[config.mk]
export PLATFORM = sky130hd
export DESIGN_NAME = uart_tx_arbiter
export DESIGN_NICKNAME = d
export VERILOG_FILES = /design/src/rtl/uart_tx_arbiter.sv
export SDC_FILE = /design/constraint.sdc
export NUM_CORES = 1
export LEC_CHECK = 0
export CAP_MARGIN = 25
export CORE_AREA = 3 3 66 68
export DETAILED_ROUTE_END_ITERATION = 12
export DIE_AREA = 0 0 69 71
export GPL_TIMING_DRIVEN = 0
export PLACE_DENSITY = 0.76
export RECOVER_POWER = 100
export SYNTH_ARGS = -nofsm -noshare
export SYNTH_HDL_FRONTEND = slang
export SYNTH_SLANG_ARGS = --single-unit
[constraint.sdc]
create_clock -name clk -period 4.5 [get_ports clk]
set_clock_uncertainty 0.15 [all_clocks]
set_input_delay 0.675 -clock clk [delete_from_list [all_inputs] [get_ports clk]]
set_output_delay 0.675 -clock clk [all_outputs]
set_load 0.005 [all_outputs]
[src/rtl/uart_tx_arbiter.sv]
// uart_tx_arbiter
//   Shares one UART transmitter among N byte-stream requesters. Ownership is
//   granted round-robin and held for a whole packet, so bytes from different
//   requesters never interleave on the line. A packet longer than MAX_BURST
//   bytes is split by a forced release, and the requester re-arbitrates to
//   continue it.
//
// Ports
//   clk         system clock
//   rst         synchronous, active-high reset
//   req[N]      requester i is presenting a byte
//   last[N]     the presented byte ends requester i's packet
//   din[8N]     presented bytes; requester i uses din[8i+7:8i]
//   byte_ack[N] one-cycle pulse: owner's byte went to the UART, present next
//   grant[N]    one-hot current owner, 0 when idle
//   uart_ready  UART transmitter idle
//   uart_send   one-cycle send strobe to the UART
//   uart_data   byte for the UART, valid while uart_send is high
module uart_tx_arbiter #(
   parameter int N         = 4,
   parameter int MAX_BURST = 64
) (
   input  logic           clk,
   input  logic           rst,
   input  logic [N-1:0]   req,
   input  logic [N-1:0]   last,
   input  logic [8*N-1:0] din,
   output logic [N-1:0]   byte_ack,
   output logic [N-1:0]   grant,
   input  logic           uart_ready,
   output logic           uart_send,
   output logic [7:0]     uart_data
);

   localparam int         IW          = $clog2(N);
   localparam logic [7:0] BURST_LIMIT = 8'(MAX_BURST);

   typedef enum logic [1:0] {
      IDLE,
      ISSUE,
      WAIT_BUSY,
      WAIT_READY
   } state_t;

   state_t        state_q, state_d;
   logic [IW-1:0] ptr_q, ptr_d;
   logic [IW-1:0] owner_q, owner_d;
   logic [7:0]    count_q, count_d;
   logic          last_q, last_d;
   logic [N-1:0]  grant_d, byte_ack_d;
   logic          uart_send_d;
   logic [7:0]    uart_data_d;

   logic [7:0]    din_a [N];
   logic [IW-1:0] pick;
   logic          pick_valid;
   logic [IW-1:0] owner_next;

   for (genvar g = 0; g < N; g++) begin : g_din
      assign din_a[g] = din[8*g +: 8];
   end

   // Pointer value that hands priority to the requester after the owner.
   assign owner_next = IW'((int'(owner_q) + 1) % N);

   // Round-robin pick: first set req scanning from ptr upward, modulo N.
   // The scan runs from the far end so the nearest hit is assigned last.
   always_comb begin
      pick       = ptr_q;
      pick_valid = 1'b0;
      for (int k = N - 1; k >= 0; k--) begin
         if (req[IW'((int'(ptr_q) + k) % N)]) begin
            pick       = IW'((int'(ptr_q) + k) % N);
            pick_valid = 1'b1;
         end
      end
   end

   always_comb begin
      // NOTE: every signal driven here gets a default first, so no path
      // through the case statement can leave a latch behind.
      state_d     = state_q;
      ptr_d       = ptr_q;
      owner_d     = owner_q;
      count_d     = count_q;
      last_d      = last_q;
      grant_d     = grant;
      byte_ack_d  = '0;
      uart_send_d = 1'b0;
      uart_data_d = uart_data;

      case (state_q)
         IDLE: begin
            if (pick_valid) begin
               owner_d       = pick;
               grant_d       = '0;
               grant_d[pick] = 1'b1;
               count_d       = 8'd0;
               state_d       = ISSUE;
            end
         end
         ISSUE: begin
            if (!req[owner_q]) begin
               // Owner walked away mid-packet: release and move priority on.
               grant_d = '0;
               ptr_d   = owner_next;
               state_d = IDLE;
            end else if (uart_ready) begin
               uart_send_d         = 1'b1;
               uart_data_d         = din_a[owner_q];
               byte_ack_d[owner_q] = 1'b1;
               last_d              = last[owner_q];
               count_d             = count_q + 8'd1;
               state_d             = WAIT_BUSY;
            end
         end
         WAIT_BUSY: begin
            // The UART still shows ready on the edge it latches the byte;
            // waiting for ready to fall is what prevents a double send.
            if (!uart_ready) state_d = WAIT_READY;
         end
         WAIT_READY: begin
            if (uart_ready) begin
               if (last_q || count_q == BURST_LIMIT) begin
                  grant_d = '0;
                  ptr_d   = owner_next;
                  state_d = IDLE;
               end else begin
                  state_d = ISSUE;
               end
            end
         end
         default: state_d = IDLE;
      endcase
   end

   // NOTE: registers use non-blocking assignments so every flop samples the
   // pre-edge values, independent of statement order.
   always_ff @(posedge clk) begin
      if (rst) begin
         state_q   <= IDLE;
         ptr_q     <= '0;
         owner_q   <= '0;
         count_q   <= 8'd0;
         last_q    <= 1'b0;
         grant     <= '0;
         byte_ack  <= '0;
         uart_send <= 1'b0;
         uart_data <= 8'h00;
      end else begin
         state_q   <= state_d;
         ptr_q     <= ptr_d;
         owner_q   <= owner_d;
         count_q   <= count_d;
         last_q    <= last_d;
         grant     <= grant_d;
         byte_ack  <= byte_ack_d;
         uart_send <= uart_send_d;
         uart_data <= uart_data_d;
      end
   end

endmodule

After elaboration in Yosys (flattened, before gate mapping)
Cells that the tools add are included.

Logic and storage cells: 106. Register bits after elaboration: 32. Bits of input ports: 43. Output and inout port bits: 17.

Reductions and logical operators: 15. Bitwise operators: 4. Equal/unequal tests: 12. Magnitude comparators: 9. Add/subtract/negate cells: 5. Multiplexer cells: 52.

Operators by type and width (number): $mux 8 (5); $mux 2 (12); $mux 1 (18); $bmux 8 s2 (1); $lt 2x4->1 const B (4); $mux 4 (4); $pmux 8 s2 (1); $ne 2x2->1 const B (7); $bmux 1 s2 (6); $pmux 4 s3 (1); $reduce_and 4->1 (3); $add 8x1->8 const B (1); $eq 8x7->1 const B (1); $pmux 2 s4 (1); $lt 2x3->1 const B (2); $reduce_and 5->1 (1); $add 2x1->2 const B (2); $add 2x2->2 const B (2); $demux 1 s2 (2); $eq 2x2->1 const B (2); $ge 2x1->1 const B (2); $pmux 2 s2 (1); $reduce_bool 2->1 (2); $reduce_or 4->1 (1); 12 further kinds (15).

Longest topological paths before layout
Gate-level depths: netlist (run 1).

Word-level depth: 14. Mapped depth: 6. Gate-level depth less buffers: 6.

Worst setup path before layout (run 1)
No wires, ideal clock.

Kind: in2reg. From: in req[3]. To: reg ptr_q[0]. Library setup time: 121 ps. Arrival time: 1926 ps. Stages: 4. Path slack: 2303 ps. Buffers on the path: 0. Cell sequence: mux4_2 nor2b_4 nor3_2 mux2_2.

Longest elaborated chain between the ends: 4.

Ends and longest elaborated chain: from (decl) (line 25) `input logic [N-1:0] req,`; $bmux 1 s2 (line 103) `if (!req[owner_q]) begin`; $mux 1 (not written as such) (line 103); $ne 2x2->1 (no source line); $reduce_and 4->1 (no source line); to (signal assigned) (line 152) `ptr_q <= ptr_d;`; to (decl) (line 46) `logic [IW-1:0] ptr_q, ptr_d;`.

Every way passes these cells. The select of a mux whose other input is x is not followed. A chain may end at the register's enable or synchronous reset.

Worst setup path in the final report (run 1)
Same ends and word-level chain as after synthesis.

==> flow_summary.yaml, run 1 <==
synthesis:
  yosys.area_share.adder_pct: 4.45
  synth_cell_types: 37
  synth_edf_count: 0
  synthSimpleGateAreaFrac_pct: 23.9
  yosys-mux-area-fraction_pct: 14.6
  syn_avg_cell_area_um2: 9.22
  synth_xor_area_share_pct: 2.08
  ys_warn_count: 0
  synth_area_leaders: "dfxtp_1 (38%), mux4_2 (13%), nand2_1 (6.4%), a21oi_1 (5.3%), ha_1 (4.4%)"
  synthesis.area_mm2: 0.00169
  synth_fp_nets: 232
  yosysTopAreaCell: "dfxtp_1"
  ys_async_sr_fraction_pct: 0
  synth_top_area_share_pct: 38.0
  yosys_most_used_dff: "dfxtp_1"
  ys_seq_elements: 32
  yosysSeqAreaShare_pct: 38.0
  synth_top_family_by_area: "simple AND/OR/NAND/NOR gates"
  synth_compound_area_share_pct: 14.1
  synth_cells: 183
floorplan:
  coreArea_mm2: 0.00391
  fp.dieArea_mm2: 0.00490
  die_h_um: 71
  start_util_pct: 43.1
  die_w_um: 69
  rows: 23
  pin_count: 60
critical_path:
  path_class: "primary input to register"
  cp.arrival_ps: 2890
  required_ps: 4530
  path_buf_inv: 1
  critPathSlowestCell: "dlygate4sd3_1"
  path_cells: "dlygate4sd3_1, mux4_2, nor2b_1, nor3_1, mux2_2"
  start_kind: "primary input"
  critical_path.max_fanout: 9
  cp_slowest_stage_delay_ps: 630
  end_kind: "register"
  cp_top_family: "multiplexers"
timing:
  slew_violations: 0
  fin_setup_tns_ps: 0
  rsz0062_at_grt: "no"
  fin_crit_ps: 2860
  hold_violations: 0
  finalCritPeriodShare_pct: 63.6
  max_freq_ghz: 0.349
  setup_violations: 0
  slew_headroom_pct: 52.0
  tightest_slew_ps: 720
power:
  cell_internal_pwr_uw: 582
  p_seq_share_pct: 40.5
  clkPwrFrac_pct: 38.9
  switchingPower_uw: 183
  switching_share_pct: 23.9
  pwr-share-comb_pct: 20.5
  irDropWorstVdd_mv: 0.223
  leakagePower_uw: 0.000955
  p_total_uw: 764
  powerDensity_mw_per_mm2: 312
cells_and_area:
  fin_util_pct: 62.7
  syn2layout_area_growth_pct: 45.4
  final_net_count: 298
  diodes: 0
  finish.instance_area_mm2: 0.00245
  drive_above_1_share_pct: 7.60
route:
  wl_um: 4200
  ant_nets: 0
  drc: 0
  wl_per_cell_um: 14.0
  drt-initial-drc-count: 64
  avgViaCountPerCell: 5.34
  dr.pass1.iters: 4
  num_vias: 1602
global_routing:
  grt_pass1_wl_um: 6880
  grt-ovfl-total: 0
  grt_max_degree: 11
  grt_pass1_vias: 1475
  grt_use_total_pct: 17.3
  antenna_found_initial: 0
run:
  drv_cap: 0
place:
  place_congestion: 0.748
  portBuffers: 59
  postPlaceCellArea_mm2: 0.00234
  place_hpwl_um: 3180
clocking:
  cts_made_buffers: 5
  cts-root-buf: "clkbuf_8"
  htree_levels: 2
  clk_latency_ps: 280
  cts_setup_buffers: 0
  cts_buffer_depth: 2
  cts_tree: "yes"
  cts.hold.buffers_added: 0
  cts_sinks: 32
  cts.clk_slew.worst_paths_ps: 70
  post_cts_resized: 0
worst_hold_path:
  hp-class: "register to register"
run_status:
  outcome: "finished clean"
==> synthesized netlist by cell type (2+ instances only) <==
| cell type | n |
|---|---|
| and3_1 | 8 |
| a21oi_1 | 18 |
| nor2_1 | 13 |
| a221o_1 | 2 |
| nand3_1 | 7 |
| nand2_1 | 29 |
| or3_1 | 2 |
| clkbuf_1 | 5 |
| inv_1 | 6 |
| nand2b_1 | 2 |
| nor2b_1 | 4 |
| o21bai_1 | 2 |
| o21a_1 | 2 |
| o21ai_0 | 5 |
| ha_1 | 6 |
| xor2_1 | 4 |
| and3b_1 | 2 |
| dfxtp_1 | 32 |
| nand4_1 | 3 |
| mux4_2 | 10 |
| a32o_1 | 4 |
| and2_1 | 2 |
==> power groups by stage <==
| stage | clock, µW | sequential, µW | combinational (µW) |
|---|---|---|---|
| 6_report | 298 | 310 | 157 |
| 5_1_grt | 314 | 312 | 172 |
| 4_1_cts | 305 | 311 | 163 |
| 3_5_place_dp | 0 | 317 | 162 |
| 3_3_place_gp | 0 | 317 | 159 |
| 2_1_floorplan | 0 | 315 | 88.3 |
==> state kept, by name, indices dropped and copies added (netlist names), named ones only <==
| register | cells |
|---|---|
| byte_ack | 4 |
| count_q | 8 |
| grant | 4 |
| last_q | 1 |
| owner_q | 2 |
| ptr_q | 2 |
| state_q | 1 |
| uart_data | 8 |
| uart_send | 1 |
==> layout by cell type (no fill, tap or decap), drive strengths merged, types with 3 or more instances in the layout <==
| cell type | instances |
|---|---|
| xor2 | 4 |
| nor2b | 5 |
| inv | 6 |
| dfxtp | 32 |
| dlygate4sd3 | 18 |
| clkbuf | 13 |
| ha | 6 |
| nand4 | 3 |
| a21oi | 18 |
| clkdlybuf4s50 | 41 |
| o21ai | 5 |
| nand2 | 29 |
| nand3 | 7 |
| mux4 | 10 |
| and3 | 8 |
| and2 | 3 |
| nor2 | 13 |
| a32o | 4 |
==> area by class of cell <==
type,count,area (µm²)
clock buffer,7,96.3
buffer,7,26.3
multi-input combinational,138,985
timing repair buffer,59,591
clock inverter,1,30.0
tap,50,62.6
fill,349,1460
inverter,6,22.5
sequential,32,641
==> worst reg2reg max path, cell delays in order, from the launching register on <==
cell and delay [ps]:
dfxtp_1 500, mux4_2 660, nor2b_1 190, nor3_1 390, mux2_2 380
==> metal layers <==
| layer | up-vias | routed length [µm] | track usage, % | part of all wire (%) |
|---|---|---|---|---|
| met5 | - | 0 | 0 | 0 |
| met4 | 0 | 91 | 7.16 | 2.2 |
| met3 | 9 | 163 | 4.12 | 3.9 |
| met2 | 40 | 2120 | 28.4 | 50 |
| met1 | 759 | 1830 | 22.0 | 44 |
| li1 | 794 | - | - | - |
==> final timing paths <==
path | start | to | slack, ps | depth (start not counted)
max | req[3] | ptr_q[0] | 1640 | 5
min | uart_data[7] | uart_data[7] | 300 | 2
max reg2reg | owner_q[0] | ptr_q[0] | 2120 | 4
min reg2reg | uart_data[7] | uart_data[7] | 300 | 2
==> cells by family after synthesis <==
family / count (synthesis)
AND/OR/NAND/NOR: 79
AO/OA/AOI/OAI: 37
flip-flops: 32
buffers and inverters: 13
multiplexers: 12
adder cells (fa/ha/maj): 6
XOR/XNOR: 4
==> stage by stage <==
stage	hold slack, ps	instances	setup WS (ps)
after global placement	291	292	1600
after global routing	318	300	1560
after CTS	307	300	1880
after detailed placement	296	292	1570
final	301	300	1640
after floorplan	281	183	2300
Power figures use the tool's default switching activity.
==> run 2, diff against run 1 <==
clock period = 2.8 ns   (was 4.5 ns; I/O delays follow)
==> flow_summary.yaml, run 2 (synthesized netlist as in run 1, its figures left out) <==
cells_and_area:
  final_net_count: 298
  finish.instance_area_mm2: 0.00246
  top_regs: "count_q: 8 flops, uart_data: 8 flops"
  layout_commonest_cell: "clkdlybuf4s50_1"
  mostFrequentLayoutCells: "clkdlybuf4s50_1 (41), dfxtp_1 (32), nand2_1 (29)"
  diodes: 0
  fillCellCount: 348
  syn2layout_area_growth_pct: 45.7
  drive_above_1_share_pct: 8.00
floorplan:
  start_util_pct: 43.1
  die_h_um: 71
  coreArea_mm2: 0.00391
  die_w_um: 69
  pin_count: 60
  fp.dieArea_mm2: 0.00490
  rows: 23
route:
  drc: 0
  avgViaCountPerCell: 5.34
  ant_nets: 0
  dr.pass1.iters: 4
  num_vias: 1603
  wl_per_cell_um: 14.0
  wl_um: 4200
  drt-initial-drc-count: 65
timing:
  hold_violations: 0
  setup_slack_ps: 303
  setup_violations: 0
  tightest_slew_ps: 720
  finalCritPeriodShare_pct: 89.2
  slew_headroom_pct: 52.0
  rsz0062_at_grt: "no"
  slew_violations: 0
  fin_setup_tns_ps: 0
  fin_crit_ps: 2500
  max_freq_ghz: 0.400
clocking:
  cts_sinks: 32
  cts.hold.buffers_added: 0
  htree_levels: 2
  cts_setup_buffers: 0
  cts_made_buffers: 5
  cts.clk_slew.worst_paths_ps: 70
  clk_latency_ps: 280
  cts_buffer_depth: 2
  post_cts_resized: 0
  cts_tree: "yes"
  cts-root-buf: "clkbuf_8"
place:
  place_hpwl_um: 3180
  portBuffers: 59
  postPlaceCellArea_mm2: 0.00234
  place_congestion: 0.748
  place_ws_ps: 126
critical_path:
  ff2ff_path_depth: 4
  end_kind: "register"
  path_class: "primary input to register"
  start_kind: "primary input"
  crit_start: "req[3]"
  worstReg2RegStart: "owner_q[0]"
  cp.arrival_ps: 2520
  critical_path.max_fanout: 9
  required_ps: 2830
global_routing:
  grt-ovfl-total: 0
  grt_max_degree: 11
  grt_pass1_wl_um: 6880
  antenna_found_initial: 0
  grt_pass1_vias: 1475
  grt_use_total_pct: 17.3
worst_hold_path:
  worst_hold_path.num_cells: 2
  hp-class: "register to register"
  hold_path.startpoint: "uart_data[7]"
power:
  powerDensity_mw_per_mm2: 500
  irDropWorstVdd_mv: 0.359
  leakagePower_uw: 0.000957
run:
  drv_cap: 0
run_status:
  outcome: "finished clean"
## run 2: worst paths after layout
path | endpoint | slack, ps
setup / recovery | ptr_q[0] | 300
hold / removal | uart_data[7] | 300
setup reg to reg | ptr_q[0] | 530
hold reg to reg | uart_data[7] | 300
## run 2: per-stage QoR
step	instances	hold slack, ps	utilization, %	total power, µW
floorplan	183	281	-	649
global placement	292	291	59.8	765
detailed placement	292	296	59.8	769
CTS	300	307	63.0	1250
global route	300	318	62.8	1280
finish	300	301	62.8	1230
## run 2: metal layers
| layer | vias to the layer above | routed length, µm | GRT usage, % |
|---|---|---|---|
| li1 | 794 | - | - |
| met1 | 761 | 1810 | 22.0 |
| met2 | 39 | 2120 | 28.4 |
| met3 | 9 | 178 | 4.12 |
| met4 | 0 | 91 | 7.16 |
| met5 | - | 0 | 0 |
## run 2: worst max-delay path, stage by stage
cell and delay, ps:
dlygate4sd3_1 630, mux4_2 620, nor2b_1 200, nor3_2 290, mux2_2 370
## run 2: layout make-up
class / instances / area (µm²) / area share [%]
clock inverters: 1 / 30.0 / 1.22
flip-flops and latches: 32 / 641 / 26.1
clock buffers: 7 / 96.3 / 3.92
plain buffers: 7 / 26.3 / 1.07
repair buffers: 59 / 591 / 24.0
multi-input cells: 138 / 990 / 40.3
inverters: 6 / 22.5 / 0.916
well taps: 50 / 62.6 / 2.54
## run 2: power by group
part | total, µW | switching, µW | internal [µW]
Sequential | 498 | 19.8 | 478
Clock | 479 | 165 | 314
Combinational | 253 | 110 | 143
Total | 1230 | 295 | 935
==> run 3, diff against run 2 <==
SLEW_MARGIN = 30   (was default)
==> results of run 3 <==
Same layout as run 2: the final DEF is identical, and so are final timing and power.
